==> config.mk <==
export PLATFORM = sky130hd
export DESIGN_NAME = float_to_fix_conv_flat
export DESIGN_NICKNAME = d
export VERILOG_FILES = /design/src/rtl/fp_conv_pkg.sv /design/src/rtl/float_to_fix_conv_if.sv /design/src/rtl/float_to_fix_conv.sv /design/src/flat_wrapper.sv
export SDC_FILE = /design/constraint.sdc
export NUM_CORES = 1
export LEC_CHECK = 0
export ABC_AREA = 0
export CORE_ASPECT_RATIO = 1.4
export CORE_UTILIZATION = 55
export CTS_BUF_LIST = sky130_fd_sc_hd__clkbuf_2
export CTS_CLUSTER_SIZE = 8
export DETAILED_ROUTE_END_ITERATION = 16
export PLACE_DENSITY = 0.77
export SYNTH_ARGS = -nofsm -noshare
export SYNTH_HDL_FRONTEND = slang
export SYNTH_SLANG_ARGS = --single-unit
==> constraint.sdc <==
create_clock -name clk -period 3.8 [get_ports clk]
set_clock_uncertainty 0.2 [all_clocks]
set_input_delay 0.76 -clock clk [delete_from_list [all_inputs] [get_ports clk]]
set_output_delay 0.76 -clock clk [all_outputs]
set_load 0.02 [all_outputs]
==> src/rtl/fp_conv_pkg.sv <==
// Shared types and constants for the half-float <-> fix(8.8) conversion stages.
// Both Program 1 (fix-to-float) and Program 2 (float-to-fix) import this package.
package fp_conv_pkg;

    typedef enum logic [3:0] {
        IDLE,
        RD_LO,
        RD_HI,
        DECODE,
        SHIFT,
        NEG,
        WR_LO,
        WR_HI,
        DONE
    } state_t;

    localparam int unsigned FP_BIAS  = 15;
    localparam int unsigned FIX_FRAC = 8;
    localparam int unsigned MANT_W   = 10;
    localparam logic [15:0] FIX_MAX  = 16'h7FFF;
    localparam logic [15:0] FIX_MIN  = 16'h8000;
    // Exponent where {1,m} already sits at the fix(8.8) binary point,
    // and the first exponent whose value no longer fits in fix(8.8).
    localparam int unsigned E_UNITY  = FP_BIAS + MANT_W - FIX_FRAC;
    localparam int unsigned E_SAT    = 22;

endpackage

==> src/rtl/float_to_fix_conv_if.sv <==
// Start/done handshake and byte-wide data memory port of the conversion stage.
interface float_to_fix_conv_if;
    logic       start;
    logic       done;
    logic [7:0] mem_addr;
    logic       mem_wr_en;
    logic [7:0] mem_wdata;
    logic [7:0] mem_rdata;

    modport master (
        output start,
        output mem_rdata,
        input  done,
        input  mem_addr,
        input  mem_wr_en,
        input  mem_wdata
    );

    modport slave (
        input  start,
        input  mem_rdata,
        output done,
        output mem_addr,
        output mem_wr_en,
        output mem_wdata
    );
endinterface

==> src/rtl/float_to_fix_conv.sv <==
// Reads an IEEE-754 half float from memory, converts it to signed fix(8.8) with
// truncation toward zero and saturation, and writes the result back.
module float_to_fix_conv
    import fp_conv_pkg::*;
#(
    parameter logic [7:0] SRC_ADDR = 8'd2,
    parameter logic [7:0] DST_ADDR = 8'd4
) (
    input  logic                clk,
    input  logic                reset,
    float_to_fix_conv_if.slave  bus
);

    localparam logic [4:0] E_UNITY_5 = 5'(E_UNITY);
    localparam logic [4:0] E_SAT_5   = 5'(E_SAT);
    // Below this exponent even the hidden bit is shifted out entirely.
    localparam logic [4:0] E_MIN_5   = 5'(E_UNITY - MANT_W);

    state_t      state_q, state_d;
    logic [7:0]  lo_q, lo_d;
    logic [15:0] mag_q, mag_d;
    logic [3:0]  cnt_q, cnt_d;
    logic        left_q, left_d;
    logic        sat_q, sat_d;
    logic        sgn_q, sgn_d;
    logic [15:0] res_q, res_d;
    logic        done_q, done_d;
    logic [7:0]  addr_q, addr_d;
    logic        wr_en_q, wr_en_d;
    logic [7:0]  wdata_q, wdata_d;
    logic [15:0] f;
    logic [4:0]  e;

    function automatic logic [15:0] fix_result(input logic sat, input logic s,
                                               input logic [15:0] mag);
        if (sat)
            return s ? FIX_MIN : FIX_MAX;
        return s ? (~mag + 16'd1) : mag;
    endfunction

    always_comb begin
        state_d = state_q;
        lo_d    = lo_q;
        mag_d   = mag_q;
        cnt_d   = cnt_q;
        left_d  = left_q;
        sat_d   = sat_q;
        sgn_d   = sgn_q;
        res_d   = res_q;
        done_d  = done_q;
        addr_d  = addr_q;
        wr_en_d = 1'b0;
        wdata_d = wdata_q;
        f       = {bus.mem_rdata, lo_q};
        e       = f[14:10];

        case (state_q)
            IDLE, DONE: begin
                if (bus.start) begin
                    state_d = RD_LO;
                    addr_d  = SRC_ADDR;
                    done_d  = 1'b0;
                end
            end
            RD_LO: begin
                state_d = RD_HI;
                addr_d  = SRC_ADDR + 8'd1;
            end
            RD_HI: begin
                lo_d    = bus.mem_rdata;
                state_d = DECODE;
            end
            DECODE: begin
                sgn_d  = f[15];
                sat_d  = 1'b0;
                left_d = 1'b0;
                cnt_d  = 4'd0;
                mag_d  = {5'd0, 1'b1, f[9:0]};
                if (e < E_MIN_5) begin
                    mag_d = 16'd0;
                end else if (e >= E_SAT_5) begin
                    sat_d = 1'b1;
                end else if (e < E_UNITY_5) begin
                    cnt_d = 4'(E_UNITY_5 - e);
                end else begin
                    left_d = 1'b1;
                    cnt_d  = 4'(e - E_UNITY_5);
                end
                state_d = (cnt_d == 4'd0) ? NEG : SHIFT;
            end
            SHIFT: begin
                // Right shifts drop low bits: truncation toward zero on the magnitude.
                mag_d = left_q ? (mag_q << 1) : (mag_q >> 1);
                cnt_d = cnt_q - 4'd1;
                if (cnt_q == 4'd1)
                    state_d = NEG;
            end
            NEG: begin
                res_d   = fix_result(sat_q, sgn_q, mag_q);
                state_d = WR_LO;
                addr_d  = DST_ADDR;
                wdata_d = res_d[7:0];
                wr_en_d = 1'b1;
            end
            WR_LO: begin
                state_d = WR_HI;
                addr_d  = DST_ADDR + 8'd1;
                wdata_d = res_q[15:8];
                wr_en_d = 1'b1;
            end
            WR_HI: begin
                state_d = DONE;
                done_d  = 1'b1;
            end
            default: begin
                state_d = IDLE;
            end
        endcase
    end

    always_ff @(posedge clk) begin
        if (reset) begin
            state_q <= IDLE;
            lo_q    <= 8'd0;
            mag_q   <= 16'd0;
            cnt_q   <= 4'd0;
            left_q  <= 1'b0;
            sat_q   <= 1'b0;
            sgn_q   <= 1'b0;
            res_q   <= 16'd0;
            done_q  <= 1'b0;
            addr_q  <= 8'd0;
            wr_en_q <= 1'b0;
            wdata_q <= 8'd0;
        end else begin
            state_q <= state_d;
            lo_q    <= lo_d;
            mag_q   <= mag_d;
            cnt_q   <= cnt_d;
            left_q  <= left_d;
            sat_q   <= sat_d;
            sgn_q   <= sgn_d;
            res_q   <= res_d;
            done_q  <= done_d;
            addr_q  <= addr_d;
            wr_en_q <= wr_en_d;
            wdata_q <= wdata_d;
        end
    end

    assign bus.done      = done_q;
    assign bus.mem_addr  = addr_q;
    assign bus.mem_wr_en = wr_en_q;
    assign bus.mem_wdata = wdata_q;

endmodule
==> src/flat_wrapper.sv <==
// flat-port wrapper written by rule: the top's interface ports become plain ports
module float_to_fix_conv_flat import fp_conv_pkg::*;
#(
    parameter logic [7:0] SRC_ADDR = 8'd2,
    parameter logic [7:0] DST_ADDR = 8'd4
)
  (clk, reset, bus_start, bus_mem_rdata, bus_done, bus_mem_addr, bus_mem_wr_en, bus_mem_wdata);
  float_to_fix_conv_if bus_i ();
  input  logic clk;
  input  logic reset;
  input wire logic [$bits(bus_i.start)-1:0] bus_start;
  input wire logic [$bits(bus_i.mem_rdata)-1:0] bus_mem_rdata;
  output wire logic [$bits(bus_i.done)-1:0] bus_done;
  output wire logic [$bits(bus_i.mem_addr)-1:0] bus_mem_addr;
  output wire logic [$bits(bus_i.mem_wr_en)-1:0] bus_mem_wr_en;
  output wire logic [$bits(bus_i.mem_wdata)-1:0] bus_mem_wdata;
  assign bus_i.start = bus_start;
  assign bus_i.mem_rdata = bus_mem_rdata;
  assign bus_done = bus_i.done;
  assign bus_mem_addr = bus_i.mem_addr;
  assign bus_mem_wr_en = bus_i.mem_wr_en;
  assign bus_mem_wdata = bus_i.mem_wdata;
  float_to_fix_conv #(.SRC_ADDR(SRC_ADDR), .DST_ADDR(DST_ADDR)) u_core (.clk(clk), .reset(reset), .bus(bus_i));
endmodule
* Word-level counts from Yosys, hierarchy flattened
Index checks and enable logic that the tools add are counted.
Cells by class: add/sub/neg operators 4, order comparisons 3, eq/ne operators 11, muxes and demuxes 29, bitwise logic cells 1, reduce and logical (&&, ||, !) cells 11
Operators with widths (count):
- 16-bit two-way mux | 5
- 16-bit one-hot mux with 2 select lines | 1
- 4-bit one-hot mux with 8 select lines | 1
- 8-bit one-hot mux with 4 select lines | 1
- 4-bit two-way mux | 6
- 16-bit by 1-bit adder with 16-bit output, second input constant | 1
- 4-bit by 3-bit equality test with 1-bit output, second input constant | 4
- 16-bit inverter | 1
- 8-bit one-hot mux with 2 select lines | 1
- 11-bit two-way mux | 1
- 1-bit two-way mux | 10
- 4-bit by 1-bit equality test with 1-bit output, second input constant | 2
- 4-bit by 2-bit equality test with 1-bit output, second input constant | 2
- 4-bit logical NOT | 2
- 8-bit two-way mux | 1
- 4-bit one-hot mux with 2 select lines | 1
- 4-bit by 1-bit subtractor with 4-bit output, second input constant | 2
- 2-bit AND reduction | 3
- 2-bit nonzero test | 3
- 5-bit >= comparator, second input constant | 1
- 5-bit by 3-bit < comparator with 1-bit output, second input constant | 1
- 5-bit < comparator, second input constant | 1
- 4-bit equality test, second input constant | 1
- 4-bit nonzero test | 1
- 5 further kinds | 6
Word-level totals: flip-flop bits (word level) 69, input port bits 11, output and inout port bits 18, word-level logic and storage cells 71

* Longest topological paths before layout
Gate-level depths: netlist (run 1).
word-level depth 8, gate-level depth with buffers 8, depth with buffers taken out 7

* Worst setup path before layout (run 1)
Ideal clock, no wire load.
path type input port to flip-flop, start input bus_mem_rdata[3], end register u_core.state_q[0], library setup time 58 ps, arrival time 2221 ps, data required time 3542 ps, slack 1321 ps, cell stages on the path 7, buffers on the path 0, path through inv_1 -> ha_1 -> and2_1 -> o21ai_0 -> mux2_2 -> nor4_1 -> o21a_1
On the way: word-level cells in the longest chain between the ends 8, elaborated cells on any way between the ends 12, classes of those cells 2 x add/sub; 3 x order compare; 6 x mux; 1 x reduce/logical
RTL lines:
- start: declaration | RTL line flat_wrapper.sv:12 | input wire logic [$bits(bus_i.mem_rdata)-1:0] bus_mem_rdata;
- 4-bit by 1-bit subtractor with 4-bit output, or another cell as far along | RTL line float_to_fix_conv.sv:87 | cnt_d = 4'(e - E_UNITY_5);
- 4-bit two-way mux | RTL line float_to_fix_conv.sv:83 | end else if (e < E_UNITY_5) begin
- 4-bit two-way mux | RTL line float_to_fix_conv.sv:81 | end else if (e >= E_SAT_5) begin
- 4-bit two-way mux * | RTL line float_to_fix_conv.sv:79 | if (e < E_MIN_5) begin
- 4-bit two-way mux * | RTL line float_to_fix_conv.sv:57 | case (state_q)
- 4-bit logical NOT * | RTL line float_to_fix_conv.sv:89 | state_d = (cnt_d == 4'd0) ? NEG : SHIFT;
- 1-bit two-way mux * | RTL line float_to_fix_conv.sv:89
- 4-bit one-hot mux with 8 select lines * | RTL line float_to_fix_conv.sv:57
- end signal: assignment | RTL line float_to_fix_conv.sv:136 | state_q <= state_d;
- end: declaration | RTL line float_to_fix_conv.sv:19 | state_t state_q, state_d;
Every way passes the cells marked *; elsewhere a longest branch is shown, timed or not. The select of a mux whose other input is x is not followed. A chain may end at the register's enable or synchronous reset.

* Final worst setup path (run 1)
Same ends and word-level chain as after synthesis.

==> results of run 1 <==
==> critical path: stages <==
cell and delay (ps):
clkdlybuf4s50_1 530, inv_1 110, ha_1 240, and2_1 160
o21ai_0 330, mux2_2 400, nor4_1 290, o21a_1 150
==> layer usage <==
metal | share of wire, % | GRT usage [%] | wire, um
met1 | 42 | 30.93 | 2904
met2 | 52 | 40.56 | 3581
met3 | 3.0 | 3.769 | 206
met4 | 2.2 | 9.058 | 152
met5 | 0 | 0 | 0
==> flip-flops by register name (all words and copies together), names as in the netlist, 3 cells and up <==
signal and flops:
u_core.bus.mem_addr 3, u_core.bus.mem_wdata 8, u_core.cnt_q 4, u_core.lo_q 8
u_core.mag_q 16, u_core.res_q 8, u_core.state_q 4
==> through the flow <==
step	worst slack [ps]	std cells	utilization [%]
finish	1042	460	62.23
global route	856.4	460	62.23
CTS	1039	460	62.23
detailed placement	538.8	452	60.97
global placement	691.1	452	60.97
floorplan	1321	392	-
==> synthesized netlist by cell type (all sizes together), types with 2 or more instances <==
master,n
nand3b,4
a211oi,9
nor3b,3
a21oi,23
buf,7
xor2,3
a31oi,3
xnor2,2
or3,2
a211o,3
nand2,34
nand3,4
and2,2
a311oi,3
inv,16
ha,8
a222oi,12
a21o,2
nand2b,5
o21ai,27
or4,4
nor2b,3
o211ai,3
nor4,5
or2,3
clkbuf,29
dfxtp,56
nor2,50
nor3,13
mux2,14
o32ai,3
mux2i,2
a32oi,2
a22oi,7
o31ai,2
==> how the worst max path moves through the flow <==
stage,to,cells past startpoint
after floorplan,u_core.state_q[0],7
after CTS,u_core.state_q[0],8
after detailed placement,u_core.state_q[0],8
after global routing,u_core.state_q[0],8
final,u_core.state_q[0],8
after global placement,u_core.state_q[0],8
==> logic make-up after synthesis <==
kind of cell | synth area share, %
AOI/OAI and AO/OA | 25.04
xor gates and xnor gates | 1.398
adders and majority gates | 3.195
buffers and inverters | 7.068
DFF | 35.78
muxes | 5.671
other | 0.1197
and+or+nand+nor | 21.73
==> layout make-up <==
| cell class | instances | area [um2] |
|---|---|---|
| fill | 498 | 2072 |
| multi-input combinational | 284 | 1810 |
| sequential | 56 | 1121 |
| timing repair buffer | 28 | 267.8 |
| tap | 68 | 85.08 |
| inverter | 16 | 60.06 |
| clock inverter | 2 | 38.79 |
| clock buffer | 6 | 30.03 |
==> report_power, final <==
part	total, mW	internal [mW]	switching (mW)
registers	0.738	0.646	0.0929
clock network	0.306	0.117	0.189
logic	0.402	0.175	0.227
==> flow_summary.ini, run 1 <==
[global_route]
grt_pass1_wl_um = 11670
grt_pass1_vias = 2483
grt_antenna_before_repair = 0
grt_max_degree = 48
grt-ovfl-total = 0
track_usage_pct = 24.38

[synthesis]
avgSynthCellArea_um2 = 8.075
synth_seq_cells = 56
synth-main-ff-cell = dfxtp_1
synth_edf_count = 0
synth_cell_types = 60
synth_area_leaders = dfxtp_1, nor2_1, mux2_2
netlist_area_um2 = 3133
async_flop_share_pct = 0
yosys_warnings = 0
ys_seq_area_share_pct = 35.78
synth_top_area_cell = dfxtp_1
synth.top_cell.area_share_pct = 35.78
syn_inst = 388

[layout]
syn2layout_area_growth_pct = 8.946
n_antenna_cell = 0
final_layout_size_suffix_gt1_share_pct = 9.949
fin_nets = 410
mostFrequentLayoutCell = dfxtp_1
design_area_um2 = 3413
final_cell_mix = dfxtp_1, nor2_1, nand2_1

[critical_path]
rr_startpoint = u_core.state_q[0]
setup.worst_path.start = bus_mem_rdata[3]
reg2reg_to = u_core.cnt_q[3]
crit_required_ps = 4020
endpoint_kind = flop
critical_path_class = primary input to flop
r2r_cells = 5
critPathArrivalTime_ps = 2970
path_max_fanout = 4
reg2reg_slack_ps = 1160
crit_path_start_kind = primary input

[clock_network]
insertion_delay_ps = 450
hold_buffers = 0
clock_path_buffers = 2
cts_inserted_buffers = 5
cts_setup_buffers = 0
cts_resized = 0
clock_sinks = 56
cts_tree = built
path_clk_slew_ps = 270
clockRootBuffer = clkbuf_2
htree_levels = 2

[floorplan]
die_h_um = 91.30
initial_core_util_pct = 57.12
die_width_um = 65.79
rows = 32
io_pins = 29
core_region_area_um2 = 5485
die_area_um2 = 6006

[timing]
hold_viol_final = 0
post-route-period-util_pct = 72.58
rsz0062_at_grt = no
tns_ps = 0
max_freq_mhz = 362.6
whs_ps = 260.8
finalSetupViolCount = 0
slew_violations = 0
max-slew-margin-rel_pct = 38.47
finalCriticalPeriod_ps = 2758
tightestPinTransition_ps = 921.7

[worst_hold_path]
min_from = u_core.bus.mem_wdata[1]
hold_depth = 2
min_to = u_core.bus.mem_wdata[1]
hold_class = flop to flop

[power_and_ir_drop]
power_density_nw_per_um2 = 423.8
power_mw = 1.447
p_leak_nw = 1.245
irDropWorstVdd_mv = 0.3442

[placement]
dp.final_hpwl_um = 4913
io_buffers = 23
placed_area_um2 = 3344
routabilityCongestion = 0.8268

[routing]
finalWirelength_um = 6845
postRouteAntennaNets = 0
dr_total_vias = 2800
first_iter_violations = 137
viasPerCell = 6.087
drc = 0
wl_per_cell_um = 14.88
drt-pass1-iter-count = 5

[run_status]
status = completed

[job]
drv_cap = 0
Power figures use the tool's default switching activity.
==> run 2: changes to the inputs <==
Settings changed: CORE_UTILIZATION 55 to 54, PLACE_DENSITY 0.77 to 0.79.
Clock period 3.8 ns to 2.47 ns, I/O delays scaled along.
==> run 2 against run 1 <==
Compared with the run above:
- count of clock-buffer cells in the layout decreased by 1
- die area grew 1.8%
- core utilization rose by 3.2 points
- highest routed layer unchanged
- non-clock buffer count up 29
- flip-flop and latch count did not move
- sequential power rose by 48%
==> flow_summary.ini, run 2 (synthesized netlist as in run 1, its figures left out) <==
[routing]
postRouteAntennaNets = 0
finalWirelength_um = 7348
drc = 0
viasPerCell = 5.994
dr_total_vias = 2931
wl_per_cell_um = 15.03
first_iter_violations = 211
drt-pass1-iter-count = 6

[job]
drv_cap = 0

[global_route]
grt_pass1_wl_um = 12350
track_usage_pct = 25.76
grt_pass1_vias = 2733
grt-ovfl-total = 0
grt_antenna_before_repair = 0
grt_max_degree = 29

[timing]
tightestPinTransition_ps = 763.4
post-route-period-util_pct = 92.93
slew_violations = 0
rsz0062_at_grt = no
hold_viol_final = 0
finalCriticalPeriod_ps = 2295
max-slew-margin-rel_pct = 49.05
max_freq_mhz = 435.7
finalSetupViolCount = 0

[critical_path]
crit_path_start_kind = flop
critical_path_buf_inv_count = 0
critPathTopFamily = simple AND/OR/NAND/NOR gates
max_stage_delay_ps = 610
endpoint_kind = flop
crit_required_ps = 2680
critical_path_class = flop to flop
critPathArrivalTime_ps = 2500
crit_slowest_cell = or4_1
path_max_fanout = 4
worstPathCellList = or4_1 -> or4_4 -> o41ai_4 -> xnor2_1 -> a211oi_2

[clock_network]
clock_sinks = 56
clock_path_buffers = 2
hold_buffers = 0
path_clk_slew_ps = 290
clockRootBuffer = clkbuf_2
insertion_delay_ps = 470
cts_setup_buffers = 0
cts_inserted_buffers = 5
htree_levels = 2
cts_tree = built

[layout]
final_core_util_pct = 65.45
syn2layout_area_growth_pct = 16.25
mostFrequentLayoutCell = dfxtp_1
fin_nets = 439
final_layout_size_suffix_gt1_share_pct = 16.63
largest_reg_flops = 16
final_cell_mix = dfxtp_1, nor2_1, nand2_1, buf_4, o21ai_0
n_antenna_cell = 0
max_flop_register = u_core.mag_q
stdcell_count = 489

[floorplan]
die_area_um2 = 6115
core_region_area_um2 = 5565
rows = 32
initial_core_util_pct = 56.29
io_pins = 29
die_h_um = 92.13
die_width_um = 66.38

[run_status]
status = completed

[power_and_ir_drop]
irDropWorstVdd_mv = 0.3241
p_leak_nw = 1.396
power_density_nw_per_um2 = 628.5

[placement]
io_buffers = 23
routabilityCongestion = 0.8384
dp.final_hpwl_um = 5292
dp.cells = 481

[worst_hold_path]
hold_class = flop to flop
==> run 2: what timing repair did <==
item	in CTS	in global routing
endpoints found under the hold margin	0	0
resized for setup	0	2
endpoints found under the setup margin	0	4
==> run 2: cell type report <==
cell class	count	area, um2
Multi-Input combinational cell	284	1818
Tap cell	68	85.08
Sequential cell	56	1121
Clock buffer	5	25.02
Clock inverter	3	47.55
Inverter	16	60.06
Fill cell	506	1923
Timing Repair Buffer	57	485.5
==> run 2: final timing paths <==
check,start,to,slack (ps),cells past startpoint
max,u_core.mag_q[4],u_core.res_q[15],170,5
min,u_core.bus.mem_wdata[1],u_core.bus.mem_wdata[1],260,2
max reg2reg,u_core.mag_q[4],u_core.res_q[15],170,5
min reg2reg,u_core.bus.mem_wdata[1],u_core.bus.mem_wdata[1],260,2
==> run 2: metal layers <==
metal | GRT usage [%] | share of wire [%] | vias up
li1 | - | - | 1468
met5 | 0 | 0 | -
met1 | 30.62 | 42 | 1361
met2 | 45.07 | 52 | 82
met3 | 3.483 | 3.3 | 20
met4 | 10.82 | 2.5 | 0
==> run 2: where the power goes <==
group          total [mW]  switching, mW  internal, mW
logic               0.726          0.414         0.313
registers            1.09         0.0978         0.993
clock network       0.472          0.297         0.175
total                2.29          0.808          1.48
==> run 2: per-stage QoR <==
stage	hold WS [ps]	setup TNS (ps)	area (um2)	setup WS [ps]	total power, mW
after floorplan	236.0	0	3148	248.3	1.597
after global placement	231.6	-846.9	3562	-175.0	1.796
after detailed placement	232.7	-1816	3562	-239.8	1.820
after CTS	261.7	0	3635	157.0	2.295
after global routing	291.0	0	3642	24.53	2.436
final	259.7	0	3642	174.7	2.289
==> run 2: worst min-delay path, stage by stage (launching register included) <==
cell,delay (ps)
dfxtp_1,370
nand2_1,50
nand2_1,40
==> run 3: changes to the inputs <==
Settings changed: SKIP_CTS_REPAIR_TIMING set to 1.
==> results of run 3 <==
Same layout as run 2: the final DEF is identical, and so are final timing and power.
